==> config.mk <==
export PLATFORM = sky130hd
export DESIGN_NAME = dmem_arbiter
export DESIGN_NICKNAME = d
export VERILOG_FILES = /design/src/rtl/dmem_arbiter.sv
export SDC_FILE = /design/constraint.sdc
export NUM_CORES = 1
export LEC_CHECK = 0
export ABC_CLOCK_PERIOD_IN_PS = 1700
export CAP_MARGIN = 20
export CORE_ASPECT_RATIO = 1.25
export CORE_MARGIN = 3
export CORE_UTILIZATION = 40
export DETAILED_ROUTE_END_ITERATION = 8
export HOLD_SLACK_MARGIN = 0.03
export PLACE_DENSITY = 0.81
export SYNTH_ARGS = -nofsm -noshare
export SYNTH_HDL_FRONTEND = slang
export SYNTH_SLANG_ARGS = --single-unit
==> constraint.sdc <==
create_clock -name clock -period 1.7 [get_ports clock]
set_input_delay 0.255 -clock clock [delete_from_list [all_inputs] [get_ports clock]]
set_output_delay 0.255 -clock clock [all_outputs]
set_load 0.1 [all_outputs]
==> src/rtl/dmem_arbiter.sv <==
// Two-requester arbiter for the single-port data memory: round-robin with a port-1 burst lock.
// Build option DMEM_ARB_FIXED_PRIO_EN: port 0 always wins contention and the lock logic is not built.

module dmem_arbiter #(
    parameter int unsigned ADDR_W    = 12,
    parameter int unsigned DATA_W    = 32,
    parameter int unsigned MAX_BURST = 8
) (
    input  logic              clock,
    input  logic              reset,
    input  logic              req0,
    input  logic              req1,
    input  logic              we0,
    input  logic              we1,
    input  logic [ADDR_W-1:0] addr0,
    input  logic [ADDR_W-1:0] addr1,
    input  logic [DATA_W-1:0] wdata0,
    input  logic [DATA_W-1:0] wdata1,
    input  logic              lock1,
    output logic              wait0,
    output logic              wait1,
    output logic [DATA_W-1:0] rdata0,
    output logic [DATA_W-1:0] rdata1,
    output logic              rvalid0,
    output logic              rvalid1,
    output logic [ADDR_W-1:0] mem_addr,
    output logic [DATA_W-1:0] mem_wdata,
    output logic              mem_wren,
    input  logic [DATA_W-1:0] mem_rdata
);

    logic              w_gnt0;
    logic              w_gnt1;
    logic              w_any;
    logic [ADDR_W-1:0] w_sel_addr;
    logic [DATA_W-1:0] w_sel_wdata;
    logic              w_sel_we;

    logic [ADDR_W-1:0] r_addr_hold;
    logic [DATA_W-1:0] r_wdata_hold;
    logic              r_pend_vld;
    logic              r_pend_port;
    logic [DATA_W-1:0] r_rdata0;
    logic [DATA_W-1:0] r_rdata1;

`ifdef DMEM_ARB_FIXED_PRIO_EN
    logic w_unused_lock;
    assign w_unused_lock = lock1;

    // Port 0 wins every contended cycle; nothing is grant-history dependent.
    always_comb begin
        w_gnt0 = 1'b0;
        w_gnt1 = 1'b0;
        if (reset) begin
            w_gnt0 = req0;
            w_gnt1 = req1 && !req0;
        end
    end
`else
    localparam int unsigned CNT_W = $clog2(MAX_BURST + 1);
    localparam logic [CNT_W-1:0] BURST_MAX = CNT_W'(MAX_BURST);

    logic             r_last1;
    logic             r_prev1;
    logic [CNT_W-1:0] r_burst_cnt;
    logic             w_lock_hold;

    // Lock only engages once port 1 actually held the grant in the previous cycle.
    assign w_lock_hold = r_prev1 && lock1 && (r_burst_cnt < BURST_MAX);

    always_comb begin
        w_gnt0 = 1'b0;
        w_gnt1 = 1'b0;
        if (reset) begin
            if (req0 && req1) begin
                if (w_lock_hold) begin
                    w_gnt1 = 1'b1;
                end else if (r_last1) begin
                    w_gnt0 = 1'b1;
                end else begin
                    w_gnt1 = 1'b1;
                end
            end else begin
                w_gnt0 = req0;
                w_gnt1 = req1;
            end
        end
    end

    always_ff @(posedge clock or negedge reset) begin
        if (!reset) begin
            r_last1     <= 1'b1;
            r_prev1     <= 1'b0;
            r_burst_cnt <= '0;
        end else begin
            r_prev1 <= w_gnt1;
            if (w_any) begin
                r_last1 <= w_gnt1;
            end
            if (w_gnt0 || !lock1) begin
                r_burst_cnt <= '0;
            end else if (w_gnt1 && (r_burst_cnt < BURST_MAX)) begin
                r_burst_cnt <= r_burst_cnt + CNT_W'(1);
            end
        end
    end
`endif

    assign w_any       = w_gnt0 || w_gnt1;
    assign w_sel_addr  = w_gnt1 ? addr1  : addr0;
    assign w_sel_wdata = w_gnt1 ? wdata1 : wdata0;
    assign w_sel_we    = w_gnt1 ? we1    : we0;

    assign wait0     = !w_gnt0;
    assign wait1     = !w_gnt1;
    assign mem_wren  = w_any && w_sel_we;
    assign mem_addr  = w_any ? w_sel_addr  : r_addr_hold;
    assign mem_wdata = w_any ? w_sel_wdata : r_wdata_hold;

    // Read return: one pending slot, data passes straight through from memory.
    assign rvalid0 = r_pend_vld && !r_pend_port;
    assign rvalid1 = r_pend_vld &&  r_pend_port;
    assign rdata0  = rvalid0 ? mem_rdata : r_rdata0;
    assign rdata1  = rvalid1 ? mem_rdata : r_rdata1;

    always_ff @(posedge clock or negedge reset) begin
        if (!reset) begin
            r_addr_hold  <= '0;
            r_wdata_hold <= '0;
            r_pend_vld   <= 1'b0;
            r_pend_port  <= 1'b0;
            r_rdata0     <= '0;
            r_rdata1     <= '0;
        end else begin
            if (w_any) begin
                r_addr_hold  <= w_sel_addr;
                r_wdata_hold <= w_sel_wdata;
            end
            r_pend_vld  <= w_any && !w_sel_we;
            r_pend_port <= w_gnt1;
            if (rvalid0) begin
                r_rdata0 <= mem_rdata;
            end
            if (rvalid1) begin
                r_rdata1 <= mem_rdata;
            end
        end
    end

endmodule

==> out/qor.yml, run 1 <==
yosysMostFrequentCell: "dfrtp_1"
clock_sinks: 115
synthCells: 368
numCtsBuffers: 17
hpwl_um: 13280
synth_flop_cell: "dfrtp_1"
error_line: "[ERROR DPL-0038] Utilization greater than 100%, impossible to legalize"
synth.top_cells.by_count: "114 x dfrtp_1, 64 x mux2_2, 51 x nand2_1, 45 x o21ai_0, 44 x a22oi_1"
clock_path_buffers: 2
synth.avg_cell_area_um2: 12.64
synth_top_area_cell: "dfrtp_1"
stop_stage: "global routing"
cts.htree.levels: 4
crit_endpoint: "mem_addr[1]"
clockRootBuffer: "clkbuf_16"
worstEpCategory: "output port"
yosysWarnings: 0
grt_max_degree: 75
synth.distinct_cells: 27
synth_area_leaders: "dfrtp_1 61%, mux2_2 15%, a22oi_1 7.1%"
numPortBuffers: 239
num_rows: 43
antenna_found_initial: 2
synth_top_area_share_pct: 61.34
synth-seq-area-share_pct: 61.90
async_flop_share_pct: 100.0
outcome: "did not finish"
die_w_um: 102.4
syn_area_um2: 4651
gp_congestion: 0.8385
synth_edf_count: 0
synth_seq_cells: 115
die_y_um: 126.6
initial_core_util_pct: 41.36
io_pins: 240
syn_nets: 496
logic make-up after synthesis:
group                    Yosys count  synth area share, %
XOR/XNOR                           1               0.1884
buffers and inverters             28                3.121
AO/OA/AOI/OAI                     97                13.40
flip-flops                       115                61.90
multiplexers                      66                15.93
AND/OR/NAND/NOR                   60                5.192
adder cells (fa/ha/maj)            1               0.2690
through the flow:
step                      cells  TNS, ps  hold WS (ps)  setup WS (ps)  cell area [um2]
after CTS                   825   -53190         160.0         -622.5            10660
after floorplan             368   -11990        -40.59         -193.1             5391
after detailed placement    760   -29960         430.4         -534.9             9341
after global placement      760   -24130         418.1         -436.7             9341
timing repair:
action / in CTS
hold buffers: 1
pin swaps: 6
setup buffers: 25
hold endpoints to repair: 40
gates cloned: 8
endpoints found under the setup margin: 113
resized for setup: 74
==> run 2: changes to the inputs <==
--- a/config.mk
+++ b/config.mk
@@ -7,12 +7,10 @@
 export LEC_CHECK = 0
 export ABC_CLOCK_PERIOD_IN_PS = 1700
 export CAP_MARGIN = 20
-export CORE_ASPECT_RATIO = 1.25
 export CORE_MARGIN = 3
-export CORE_UTILIZATION = 40
+export CORE_UTILIZATION = 38
 export DETAILED_ROUTE_END_ITERATION = 8
-export HOLD_SLACK_MARGIN = 0.03
-export PLACE_DENSITY = 0.81
+export PLACE_DENSITY_LB_ADDON = 0.15
 export SYNTH_ARGS = -nofsm -noshare
 export SYNTH_HDL_FRONTEND = slang
 export SYNTH_SLANG_ARGS = --single-unit
==> run 2 against run 1 <==
The flow now finishes, with violations (negative setup slack). Synthesized cell count stayed put. Synthesized area did not move.
==> out/qor.yml, run 2 <==
synth_flop_cell: "dfrtp_1"
grt_max_degree: 78
arrival_ps: 2190
synth_top_area_cell: "dfrtp_1"
synth.distinct_cells: 27
die_w_um: 116.6
insertion_delay_ps: 420
post-route-period-util_pct: 144.0
synth_area_leaders: "dfrtp_1 61%, mux2_2 15%, a22oi_1 7.1%"
top_regs: "r_rdata0 x32, r_rdata1 x32, r_wdata_hold x32"
drc_errors: 0
fin_skew_ps: 8.652
yosysMostFrequentCell: "dfrtp_1"
async_flop_share_pct: 100.0
numCtsBuffers: 17
grt_usage_pct: 28.92
first_global_vias: 5070
synth.avg_cell_area_um2: 12.64
avgViaCountPerCell: 5.472
setup_slack_ps: -748.8
vias: 4640
drtPass1Iterations: 4
yosysWarnings: 0
initial_core_util_pct: 39.71
drt-total-wl_um: 22950
synth-seq-area-share_pct: 61.90
grt_overflow: 0
synthCells: 368
drt-initial-drc-count: 281
num_rows: 39
grt_first_pass_wirelength_um: 28920
dieArea_um2: 13600
clockRootBuffer: "clkbuf_16"
outcome: "finished, violations left"
worst_r2r_path_depth: 8
numPortBuffers: 239
drv_cap: 0
wl_per_cell_um: 27.06
clock_path_buffers: 2
critPathCaptureType: "output port"
gp_congestion: 0.7988
die_y_um: 116.6
core_um2: 11710
clock_sinks: 115
fin_util_pct: 93.06
min_period_ps: 2449
syn_area_um2: 4651
irDropWorstVdd_v: 0.0008299
report.final.slew_viol_count: 0
tightestPinTransition_ps: 995.5
leakagePower_nw: 4.852
setup_viol: 121
synth_seq_cells: 115
relSlewSlack_pct: 33.63
syn_to_final_growth_pct: 134.3
drive_above_1_share_pct: 57.30
fin_area_um2: 10900
violations: "negative setup slack"
antenna_found_initial: 0
cts.htree.levels: 4
power_mw: 16.53
diodes: 0
cp_max_fo: 6
synth_edf_count: 0
synth_top_area_share_pct: 61.34
place_area_um2: 9324
final_cell_mix: "125 x clkdlybuf4s50_1, 125 x buf_12, 113 x dfrtp_1"
crit_required_ps: 1440
clock.fmax_ghz: 0.4084
hold_viol_final: 0
rsz0062_at_grt: "yes"
clk_pin_slew_ps: 50
synth.top_cells.by_count: "114 x dfrtp_1, 64 x mux2_2, 51 x nand2_1, 45 x o21ai_0, 44 x a22oi_1"
syn_nets: 496
cts_tree: "done"
pwr_density_cell_nw_per_um2: 1517
route.antenna.remaining_nets: 0
hold_class: "input pin to async pin"
nets: 821
cp-start-kind: "register"
io_pins: 240
worstSetupPathType: "register to output port"
hpwl_um: 11710
==> run 2: cell counts after synthesis <==
No cell type changed its count.
==> run 2: power breakdown <==
part	switching (mW)	internal (mW)	leakage, nW
Sequential	0.279	3.30	1.37
Combinational	5.90	3.58	3.20
Clock	1.24	2.23	0.283
==> run 2: critical path: stages (launching register included) <==
cell,delay [ps]
dfrtp_1,380
nand3b_1,260
a31oi_4,300
buf_6,190
buf_16,140
a22oi_1,160
o21ai_4,140
buf_12,200
==> run 2: what timing repair did <==
item / CTS / global route
hold buffers: 1 / 0
endpoints found under the setup margin: 113 / 114
gates resized for setup: 54 / 66
cloned: 7 / 6
buffers inserted: 12 / 31
pin swaps: 3 / 26
hold endpoints to repair: 37 / 0
==> run 2: stage by stage <==
step / setup TNS (ps) / hold WS, ps / cells / worst slack (ps)
final: -69450 / 158.4 / 848 / -748.8
after global routing: -76140 / 251.1 / 848 / -832.4
after CTS: -55800 / 176.0 / 816 / -620.9
after detailed placement: -30270 / 412.3 / 766 / -529.0
after global placement: -24900 / 412.6 / 766 / -457.9
after floorplan: -11990 / -40.59 / 368 / -193.1
==> run 2: final cells by class <==
class	count	area, um2
clock buffers	27	523.0
clock inverters	4	45.04
fillers	344	813.3
inverters	2	7.507
multi-input cells	225	2679
flip-flops and latches	115	2880
well taps	143	178.9
repair buffers	332	4584
==> run 2: routing by layer <==
layer / global-route usage [%] / wire length [um] / share of wire, % / up-vias
met5: 0 / 0 / 0 / -
met4: 11.54 / 730 / 3.2 / 0
met3: 12.64 / 1907 / 8.3 / 54
met2: 49.96 / 12540 / 55 / 227
met1: 31.19 / 7773 / 34 / 2385
li1: - / - / - / 1974
==> run 2: path summary, 6_finish.rpt <==
path                           startpoint  slack, ps            end
min in group clock                  reset        370        r_last1
min reg2reg                  r_rdata0[27]        520   r_rdata0[27]
max                        r_burst_cnt[3]       -750  mem_wdata[16]
min                                 reset        160   r_rdata0[26]
max in group asynchronous           reset        770     r_pend_vld
max reg2reg                   r_pend_port        -80    r_rdata0[7]
==> run 2: cells by family (layout without fill, tap and decap cells) <==
family | count (synthesis) | count (layout) | synth area share (%)
fa+ha+maj | 1 | 1 | 0.2690
xor+xnor | 1 | 1 | 0.1884
compound gates | 97 | 97 | 13.40
buf+inv | 28 | 365 | 3.121
simple gates | 60 | 60 | 5.192
mux | 66 | 66 | 15.93
flops | 115 | 115 | 61.90
(Power assumes the default switching activity.)
==> run 3: changes to the inputs <==
--- a/config.mk
+++ b/config.mk
@@ -11,6 +11,7 @@
 export CORE_UTILIZATION = 38
 export DETAILED_ROUTE_END_ITERATION = 8
 export PLACE_DENSITY_LB_ADDON = 0.15
+export SLEW_MARGIN = 25
 export SYNTH_ARGS = -nofsm -noshare
 export SYNTH_HDL_FRONTEND = slang
 export SYNTH_SLANG_ARGS = --single-unit
==> run 3 against run 2 <==
The run still ends with negative setup slack left. Global-route usage stayed put. Cell count stayed put. Critical path depth stayed put. Sequential share of layout area hardly changed. Final area hardly changed. Worst setup slack better by 0.55 ps. Clock power hardly changed. Critical path type unchanged. Largest cell class unchanged.
==> out/qor.yml, run 3 (synthesized netlist as in run 2, its figures left out) <==
outcome: "finished, violations left"
violations: "negative setup slack"
fin_skew_ps: 8.051
cp-start-kind: "register"
drive_above_1_share_pct: 57.30
leakagePower_nw: 4.853
grt_usage_pct: 28.92
place_area_um2: 9324
critPathCaptureType: "output port"
drc_errors: 0
rsz0062_at_grt: "yes"
wl_per_cell_um: 26.43
arrival_ps: 2190
nets: 821
clock_path_buffers: 2
io_pins: 240
final_cell_mix: "125 x clkdlybuf4s50_1, 125 x buf_12, 113 x dfrtp_1"
die_w_um: 116.6
switchingPower_mw: 7.390
min_period_ps: 2448
p_clk_share_pct: 21.0
dieArea_um2: 13600
pwr-share-seq_pct: 21.7
tightestPinTransition_ps: 717.2
drtPass1Iterations: 6
relSlewSlack_pct: 52.19
numPortBuffers: 239
post-route-period-util_pct: 144.0
drt-initial-drc-count: 267
p_sw_share_pct: 44.78
internal_power_mw: 9.112
drv_cap: 0
combPwrFrac_pct: 57.3
pwr_density_cell_nw_per_um2: 1514
cts_tree: "done"
vias: 4579
hold_viol_final: 0
setup_viol: 119
syn_to_final_growth_pct: 134.4
post-place-cells: 766
worstSetupPathType: "register to output port"
hpwl_um: 11710
grt_first_pass_wirelength_um: 28920
clock.fmax_ghz: 0.4085
gp_congestion: 0.7988
grt_max_degree: 78
route.antenna.remaining_nets: 0
cts.htree.levels: 4
num_rows: 39
stdcell_count: 848
avgViaCountPerCell: 5.400
cp_max_fo: 6
drt-total-wl_um: 22410
die_y_um: 116.6
crit_required_ps: 1440
fin_area_um2: 10900
report.final.slew_viol_count: 0
irDropWorstVdd_v: 0.0009231
rrSetupSlack_ps: -60
core_um2: 11710
setup_slack_ps: -748.2
hold_class: "input pin to async pin"
insertion_delay_ps: 420
clockRootBuffer: "clkbuf_16"
first_global_vias: 5070
top_regs: "r_rdata0 x32, r_rdata1 x32, r_wdata_hold x32"
crit_chain: "nand3b_1 > a31oi_4 > buf_6 > buf_16 > a22oi_1 > o21ai_4 > buf_12"
antenna_found_initial: 0
initial_core_util_pct: 39.71
slowest_stage: "dfrtp_1"
grt_overflow: 0
clk_pin_slew_ps: 60
crit_path_max_incr_delay_ps: 380
numCtsBuffers: 17
diodes: 0
fillers: 339
clock_sinks: 115
==> run 3: changes by cell type in the layout (fill, tap and decap cells not counted) <==
| cell | delta |
|---|---|
| buf_6 | +1 |
| buf_4 | -1 |
==> run 3: critical path, delay by kind of cell (launching register included) <==
family,cells,cell delay [ps]
flops,1,380
buf+inv,3,530
compound gates,3,590
simple gates,1,260
==> run 3: per-stage QoR <==
step	hold WS, ps	TNS, ps	setup WS [ps]	power [mW]	utilization [%]
3_3_place_gp	412.6	-24900	-457.9	12.19	79.62
5_1_grt	96.70	-72660	-798.1	16.92	93.09
3_5_place_dp	412.3	-30270	-529.0	12.32	79.62
4_1_cts	176.0	-55800	-620.9	16.07	88.56
2_1_floorplan	-40.59	-11990	-193.1	8.997	-
6_report	42.63	-67070	-748.2	16.50	93.09
==> run 3: power groups by stage <==
stage | clock, mW | sequential, mW | combinational [mW]
floorplan | 0 | 3.44 | 5.55
global placement | 0 | 3.46 | 8.73
detailed placement | 0 | 3.50 | 8.82
CTS | 3.47 | 3.49 | 9.11
global route | 3.65 | 3.61 | 9.66
finish | 3.47 | 3.57 | 9.46
==> run 3: layout make-up <==
type	instances	area [um2]	area share, %
repair buffers	332	4588	42.09
flip-flops and latches	115	2880	26.42
multi-input cells	225	2679	24.57
clock buffers	27	523.0	4.797
well taps	143	178.9	1.641
clock inverters	4	45.04	0.4132
inverters	2	7.507	0.06886
==> run 3: worst paths after layout <==
kind,from,endpoint,depth (start not counted)
worst max-delay path,r_burst_cnt[3],mem_wdata[16],7
worst min-delay path,reset,r_rdata1[1],2
worst max register to register,r_pend_port,r_rdata0[7],8
worst min register to register,r_rdata1[5],r_rdata1[5],1
max in group asynchronous,reset,r_pend_vld,3
min in group clock,reset,r_last1,5
==> run 3: per-layer routing <==
metal | vias to the layer above | routed length, um | global-route usage [%]
met1 | 2334 | 7881 | 31.19
met4 | 0 | 607 | 11.54
li1 | 1969 | - | -
met5 | - | 0 | 0
met2 | 229 | 12140 | 49.96
met3 | 47 | 1783 | 12.64
==> run 3: what timing repair did <==
item                                    in CTS  in global routing
resized for setup                           54                 66
cloned                                       7                  6
setup buffers                               12                 31
endpoints found under the setup margin     113                114
pin swaps                                    3                 26
hold buffers                                 1                  0
hold endpoints to repair                    37                  0
